## config.mk

```make
export PLATFORM = sky130hd
export DESIGN_NAME = rtc_time_set
export DESIGN_NICKNAME = d
export VERILOG_FILES = /design/src/rtl/rtc_time_set.sv
export SDC_FILE = /design/constraint.sdc
export NUM_CORES = 1
export LEC_CHECK = 0
export ABC_AREA = 1
export CAP_MARGIN = 20
export CORE_UTILIZATION = 38
export DETAILED_ROUTE_END_ITERATION = 6
export PLACE_DENSITY_LB_ADDON = 0.1
export SLEW_MARGIN = 20
export SYNTH_ARGS = -nofsm -noshare
export SYNTH_HDL_FRONTEND = slang
export SYNTH_SLANG_ARGS = --single-unit
```

## constraint.sdc

```tcl
create_clock -name hundred_clk -period 3 [get_ports hundred_clk]
set_clock_uncertainty 0.2 [all_clocks]
set_input_delay 0.9 -clock hundred_clk [delete_from_list [all_inputs] [get_ports hundred_clk]]
set_output_delay 0.9 -clock hundred_clk [all_outputs]
set_load 0.01 [all_outputs]
```

## src/rtl/rtc_time_set.sv

```systemverilog
// Button-driven time-setting writer for the BCD RTC: captures the live time, edits hours/minutes/seconds, then strobes load.
// Optional digit blinking of the selected field is enabled by defining RTC_SET_BLINK_EN.
module rtc_time_set #(
  parameter int DEBOUNCE_TICKS = 3,
  parameter int REPEAT_DELAY   = 50,
  parameter int REPEAT_RATE    = 10,
  parameter int TIMEOUT_TICKS  = 1000
) (
  input  logic       hundred_clk,
  input  logic       rst,
  input  logic       btn_mode,
  input  logic       btn_inc,
  input  logic [3:0] cur_hrm,
  input  logic [3:0] cur_hrl,
  input  logic [3:0] cur_minm,
  input  logic [3:0] cur_minl,
  input  logic [3:0] cur_secm,
  input  logic [3:0] cur_secl,
  output logic [3:0] set_hrm,
  output logic [3:0] set_hrl,
  output logic [3:0] set_minm,
  output logic [3:0] set_minl,
  output logic [3:0] set_secm,
  output logic [3:0] set_secl,
  output logic       load,
  output logic       editing,
  output logic [1:0] sel_field,
  output logic [5:0] blank_mask
);

  localparam int RW = $clog2((REPEAT_DELAY > REPEAT_RATE) ? REPEAT_DELAY : REPEAT_RATE) + 1;
  localparam int TW = $clog2(TIMEOUT_TICKS) + 1;
  localparam logic [3:0]    DEB_MAX   = 4'(DEBOUNCE_TICKS);
  localparam logic [3:0]    DEB_PRE   = 4'(DEBOUNCE_TICKS - 1);
  localparam logic [RW-1:0] DELAY_PRE = RW'(REPEAT_DELAY - 1);
  localparam logic [RW-1:0] RATE_PRE  = RW'(REPEAT_RATE - 1);
  localparam logic [TW-1:0] TO_PRE    = TW'(TIMEOUT_TICKS - 1);

  typedef enum logic [2:0] {IDLE, EDIT_HR, EDIT_MIN, EDIT_SEC, COMMIT} state_t;

  state_t        state;
  logic [1:0]    mode_sync, inc_sync;
  logic [3:0]    mode_cnt, inc_cnt;
  logic          mode_evt, inc_evt;
  logic [RW-1:0] rpt_cnt;
  logic          rpt_first;
  logic [TW-1:0] to_cnt;
  logic          inc_held, rpt_hit;

  // Auto-repeat only runs once the debounced press has been reported and the button stays down.
  assign inc_held = inc_sync[1] && (inc_cnt == DEB_MAX);
  assign rpt_hit  = inc_held && (rpt_cnt == (rpt_first ? DELAY_PRE : RATE_PRE));

  function automatic logic [7:0] inc_hours(input logic [7:0] v);
    if (v[7:4] > 4'd2 || v[3:0] > 4'd9 || (v[7:4] == 4'd2 && v[3:0] >= 4'd3))
      return 8'h00;
    else if (v[3:0] == 4'd9)
      return {v[7:4] + 4'd1, 4'd0};
    else
      return {v[7:4], v[3:0] + 4'd1};
  endfunction

  function automatic logic [7:0] inc_sixty(input logic [7:0] v);
    if (v[7:4] > 4'd5 || v[3:0] > 4'd9 || (v[7:4] == 4'd5 && v[3:0] == 4'd9))
      return 8'h00;
    else if (v[3:0] == 4'd9)
      return {v[7:4] + 4'd1, 4'd0};
    else
      return {v[7:4], v[3:0] + 4'd1};
  endfunction

  // Synchronise, debounce and generate one-cycle button events (inc also auto-repeats).
  always_ff @(posedge hundred_clk or posedge rst) begin
    if (rst) begin
      mode_sync <= '0;
      inc_sync  <= '0;
      mode_cnt  <= '0;
      inc_cnt   <= '0;
      mode_evt  <= 1'b0;
      inc_evt   <= 1'b0;
      rpt_cnt   <= '0;
      rpt_first <= 1'b1;
    end else begin
      mode_sync <= {mode_sync[0], btn_mode};
      inc_sync  <= {inc_sync[0], btn_inc};
      if (!mode_sync[1])
        mode_cnt <= '0;
      else if (mode_cnt != DEB_MAX)
        mode_cnt <= mode_cnt + 4'd1;
      if (!inc_sync[1])
        inc_cnt <= '0;
      else if (inc_cnt != DEB_MAX)
        inc_cnt <= inc_cnt + 4'd1;
      mode_evt <= mode_sync[1] && (mode_cnt == DEB_PRE);
      inc_evt  <= (inc_sync[1] && (inc_cnt == DEB_PRE)) || rpt_hit;
      if (!inc_held) begin
        rpt_cnt   <= '0;
        rpt_first <= 1'b1;
      end else if (rpt_hit) begin
        rpt_cnt   <= '0;
        rpt_first <= 1'b0;
      end else begin
        rpt_cnt <= rpt_cnt + 1'b1;
      end
    end
  end

  // Edit FSM; mode takes priority over inc, and any event beats the idle timeout.
  always_ff @(posedge hundred_clk or posedge rst) begin
    if (rst) begin
      state     <= IDLE;
      load      <= 1'b0;
      editing   <= 1'b0;
      sel_field <= 2'd0;
      to_cnt    <= '0;
      {set_hrm, set_hrl, set_minm, set_minl, set_secm, set_secl} <= '0;
    end else begin
      load <= 1'b0;
      if (editing && !(mode_evt || inc_evt) && to_cnt != TO_PRE)
        to_cnt <= to_cnt + 1'b1;
      else
        to_cnt <= '0;
      case (state)
        IDLE: begin
          if (mode_evt) begin
            {set_hrm, set_hrl, set_minm, set_minl, set_secm, set_secl} <=
              {cur_hrm, cur_hrl, cur_minm, cur_minl, cur_secm, cur_secl};
            state     <= EDIT_HR;
            editing   <= 1'b1;
            sel_field <= 2'd1;
          end
        end
        EDIT_HR, EDIT_MIN, EDIT_SEC: begin
          if (mode_evt) begin
            case (state)
              EDIT_HR: begin
                state     <= EDIT_MIN;
                sel_field <= 2'd2;
              end
              EDIT_MIN: begin
                state     <= EDIT_SEC;
                sel_field <= 2'd3;
              end
              default: begin
                state     <= COMMIT;
                load      <= 1'b1;
                editing   <= 1'b0;
                sel_field <= 2'd0;
              end
            endcase
          end else if (inc_evt) begin
            case (state)
              EDIT_HR:  {set_hrm, set_hrl}   <= inc_hours({set_hrm, set_hrl});
              EDIT_MIN: {set_minm, set_minl} <= inc_sixty({set_minm, set_minl});
              default:  {set_secm, set_secl} <= inc_sixty({set_secm, set_secl});
            endcase
          end else if (to_cnt == TO_PRE) begin
            state     <= IDLE;
            editing   <= 1'b0;
            sel_field <= 2'd0;
          end
        end
        COMMIT: state <= IDLE;
        default: begin
          state     <= IDLE;
          editing   <= 1'b0;
          sel_field <= 2'd0;
        end
      endcase
    end
  end

`ifdef RTC_SET_BLINK_EN
  logic [5:0] blink_cnt;

  // Restart the blink period on any event so an edited digit is shown straight away.
  always_ff @(posedge hundred_clk or posedge rst) begin
    if (rst)
      blink_cnt <= '0;
    else if (!editing || mode_evt || inc_evt || blink_cnt == 6'd49)
      blink_cnt <= '0;
    else
      blink_cnt <= blink_cnt + 6'd1;
  end

  always_comb begin
    blank_mask = 6'b000000;
    if (editing && blink_cnt >= 6'd25) begin
      case (sel_field)
        2'd1:    blank_mask = 6'b110000;
        2'd2:    blank_mask = 6'b001100;
        2'd3:    blank_mask = 6'b000011;
        default: blank_mask = 6'b000000;
      endcase
    end
  end
`else
  assign blank_mask = 6'b000000;
`endif

endmodule
```

==> results.yml <==
floorplanning:
  num_rows: 35
  start_util_pct: 40.0
  die_h_um: 102
  die-area_um2: 10300
  core_area_um2: 9420
  die_w_um: 102
  num_io_pins: 62
flow_run:
  cap_viol_max_count: 0
sta:
  fin_crit_ps: 2460
  hold_viol_final: 0
  rsz0062_at_grt: "no"
  fmax_mhz: 407
  setup_slack_ps: 541
  worst_hold_slack_ps: 160
  fin_setup_tns_ps: 0
  final.period_utilization_pct: 82.0
  setup_viol: 0
  slew_violations: 0
critical_path:
  path_cells: "clkdlybuf4s50_1"
  cp_max_fo: 7
  crit_arrival_ps: 1360
  cp.required_ps: 1900
  crit_type: "reg2out"
  path_delay_family: "buffers and inverters"
  critPathLaunchType: "flip-flop"
  max_stage_delay_ps: 580
  worstSetupEndpointType: "output port"
  critPathBufInv: 1
  cpMaxStageDelayCell: "clkdlybuf4s50_1"
clock_tree:
  cts.sinks: 64
  postCtsSetupBuffers: 0
  cts_made_buffers: 9
  clk_latency_ps: 340
  clk_path_buf_depth: 2
  cts_tree: "built"
  clockRootBuffer: "clkbuf_8"
  holdBufCountCts: 0
  htreeDepth: 3
  cts.clk_slew.worst_paths_ps: 70
  ctsResizeCount: 0
routing:
  routed_wl_um: 8230
  drc: 0
  dr_total_vias: 3221
  drt_iter0_markers: 137
  ant_nets: 0
  via_per_inst: 4.63
  first_pass_iters: 6
  wire_per_inst_um: 11.8
global_routing:
  grt_util_met3_pct: 2.42
  overflow: 0
  use_met1_pct: 23.3
  met2_usage_pct: 29.8
  grt_pass1_wl_um: 14400
  grt_pass1_vias: 3220
  top_usage_layer: "met2"
  grt_max_degree: 35
  antenna_found_initial: 0
  groute.usage.overall_pct: 17.9
placed_design:
  routabilityCongestion: 0.852
  hpwl_um: 6170
  port_buffers: 55
  dpl_cell_area_um2: 4460
  pre_cts_ws_ps: 907
logic_synthesis:
  yosysSeqAreaShare_pct: 42.5
  synth_compound_area_share_pct: 4.92
  synth_top_cell_by_area: "dfrtp_1"
  muxShareOfSynthArea_pct: 0
  synth_simple_gate_area_share_pct: 36.2
  synth.avg_cell_area_um2: 7.58
  synth.distinct_cells: 34
  synth_top_area_share_pct: 41.8
  yosysWarnings: 0
  synth-edff-count: 0
  yosys-top-cells-area: "dfrtp_1 (42%), nand2_1 (15%), nor2_1 (7.7%), inv_1 (5.7%), ha_1 (5.0%)"
  ys_ff_latch: 64
  synth_flop_cell: "dfrtp_1"
  async_flop_share_pct: 100
  synth_top_family_by_area: "simple AND/OR/NAND/NOR gates"
  synth-adder-area-share_pct: 4.98
  synthXorXnorAreaFrac_pct: 3.49
  synthesis.area_um2: 3770
  syn_inst: 497
finish:
  layout-drive-gt1-share_pct: 8.47
  diodes: 0
  final_common_cell: "nand2_1"
  finalInstanceArea_um2: 4680
  final_cell_mix: "nand2_1 (146), nor2_1 (77), dfrtp_1 (63)"
  fin_nets: 605
  fillers: 932
  syn_to_final_growth_pct: 24.2
status:
  outcome: "completed"
power_and_ir_drop:
  vdd_ir_drop_max_mv: 0.400
  p_leak_nw: 2.32
  p_per_area_nw_per_um2: 902
  power_mw: 4.22
hold_path:
  hold_class: "reg2reg"
## power by group
part           total [mW]  internal (mW)  switching (mW)  leakage [nW]
sequential           1.33           1.08           0.248         0.829
combinational        2.08          0.821            1.26          1.39
clock               0.813          0.467           0.346         0.101
## per-stage QoR
step | util [%] | instances
finish | 49.7 | 696
global route | 49.7 | 696
CTS | 49.7 | 696
detailed placement | 47.3 | 680
global placement | 47.3 | 680
floorplan | - | 502
## cell usage after synthesis (2+ instances only)
cell type	number
nor2_1	77
nand2_1	146
a21boi_0	2
nand2_4	3
o21ai_1	5
nor2_8	2
ha_1	15
o21ai_0	7
nand3b_1	2
nor2_4	6
xor2_1	9
dfrtp_1	63
xnor2_1	6
inv_1	57
inv_2	6
nor3_1	8
a21oi_1	15
nand4_1	19
nand3_1	23
nand3_2	3
buf_4	6
buf_2	2
nand2_2	4
## layout make-up
type / count / area (um^2) / area share [%]
repair buffers: 57 / 566 / 12.1
multi-input cells: 367 / 1890 / 40.4
flip-flops and latches: 64 / 1600 / 34.3
well taps: 129 / 161 / 3.45
clock inverters: 7 / 96.3 / 2.06
clock buffers: 9 / 124 / 2.65
inverters: 63 / 236 / 5.05
## final timing paths
| path | startpoint | endpoint | slack [ps] | cells past startpoint |
|---|---|---|---|---|
| min in group asynchronous | rst | sel_field[1]$_DFFE_PP0P_ | 750 | 3 |
| worst max register to register | state[1]$_DFFE_PP0P_ | set_minm[3]$_DFFE_PP0P_ | 1020 | 9 |
| worst min-delay path | mode_sync[0]$_DFF_PP0_ | mode_sync[1]$_DFF_PP0_ | 160 | 0 |
| worst min register to register | mode_sync[0]$_DFF_PP0_ | mode_sync[1]$_DFF_PP0_ | 160 | 0 |
| max in group asynchronous | rst | rpt_first$_DFFE_PP1P_ | 1470 | 3 |
| worst max-delay path | set_hrl[1]$_DFFE_PP0P_ | set_hrl[1] | 540 | 1 |
## per-layer routing
layer  routed length [um]  up-vias
met4                  126        0
li1                     -     1687
met3                  223        9
met1                 4060     1478
met2                 3820       47
met5                    0        -
## worst register-to-register path, stage by stage (launching register included)
cell and delay [ps]:
dfrtp_1 490, nor2_4 120, nor2_4 370, nand2_4 120, nor2_8 180, nand3_2 100
nand2_2 120, inv_2 70, nand2_1 60, nand2_1 40
## registers in the layout, indices dropped and copies added, names as in the netlist, 2 cells and up
register   count
inc_cnt        4
inc_sync       2
mode_cnt       4
mode_sync      2
rpt_cnt        7
sel_field      2
set_hrl        4
set_hrm        4
set_minl       4
set_minm       4
set_secl       4
set_secm       4
state          3
to_cnt        11
## kinds of logic (layout without fill, tap and decap cells)
| kind of cell | Yosys count | after routing |
|---|---|---|
| AOI/OAI and AO/OA | 32 | 32 |
| xor gates and xnor gates | 15 | 15 |
| adders and majority gates | 15 | 15 |
| buffers and inverters | 71 | 136 |
| DFF | 64 | 64 |
| other | 1 | 6 |
| and+or+nand+nor | 299 | 299 |
Power figures use the tool's default switching activity.
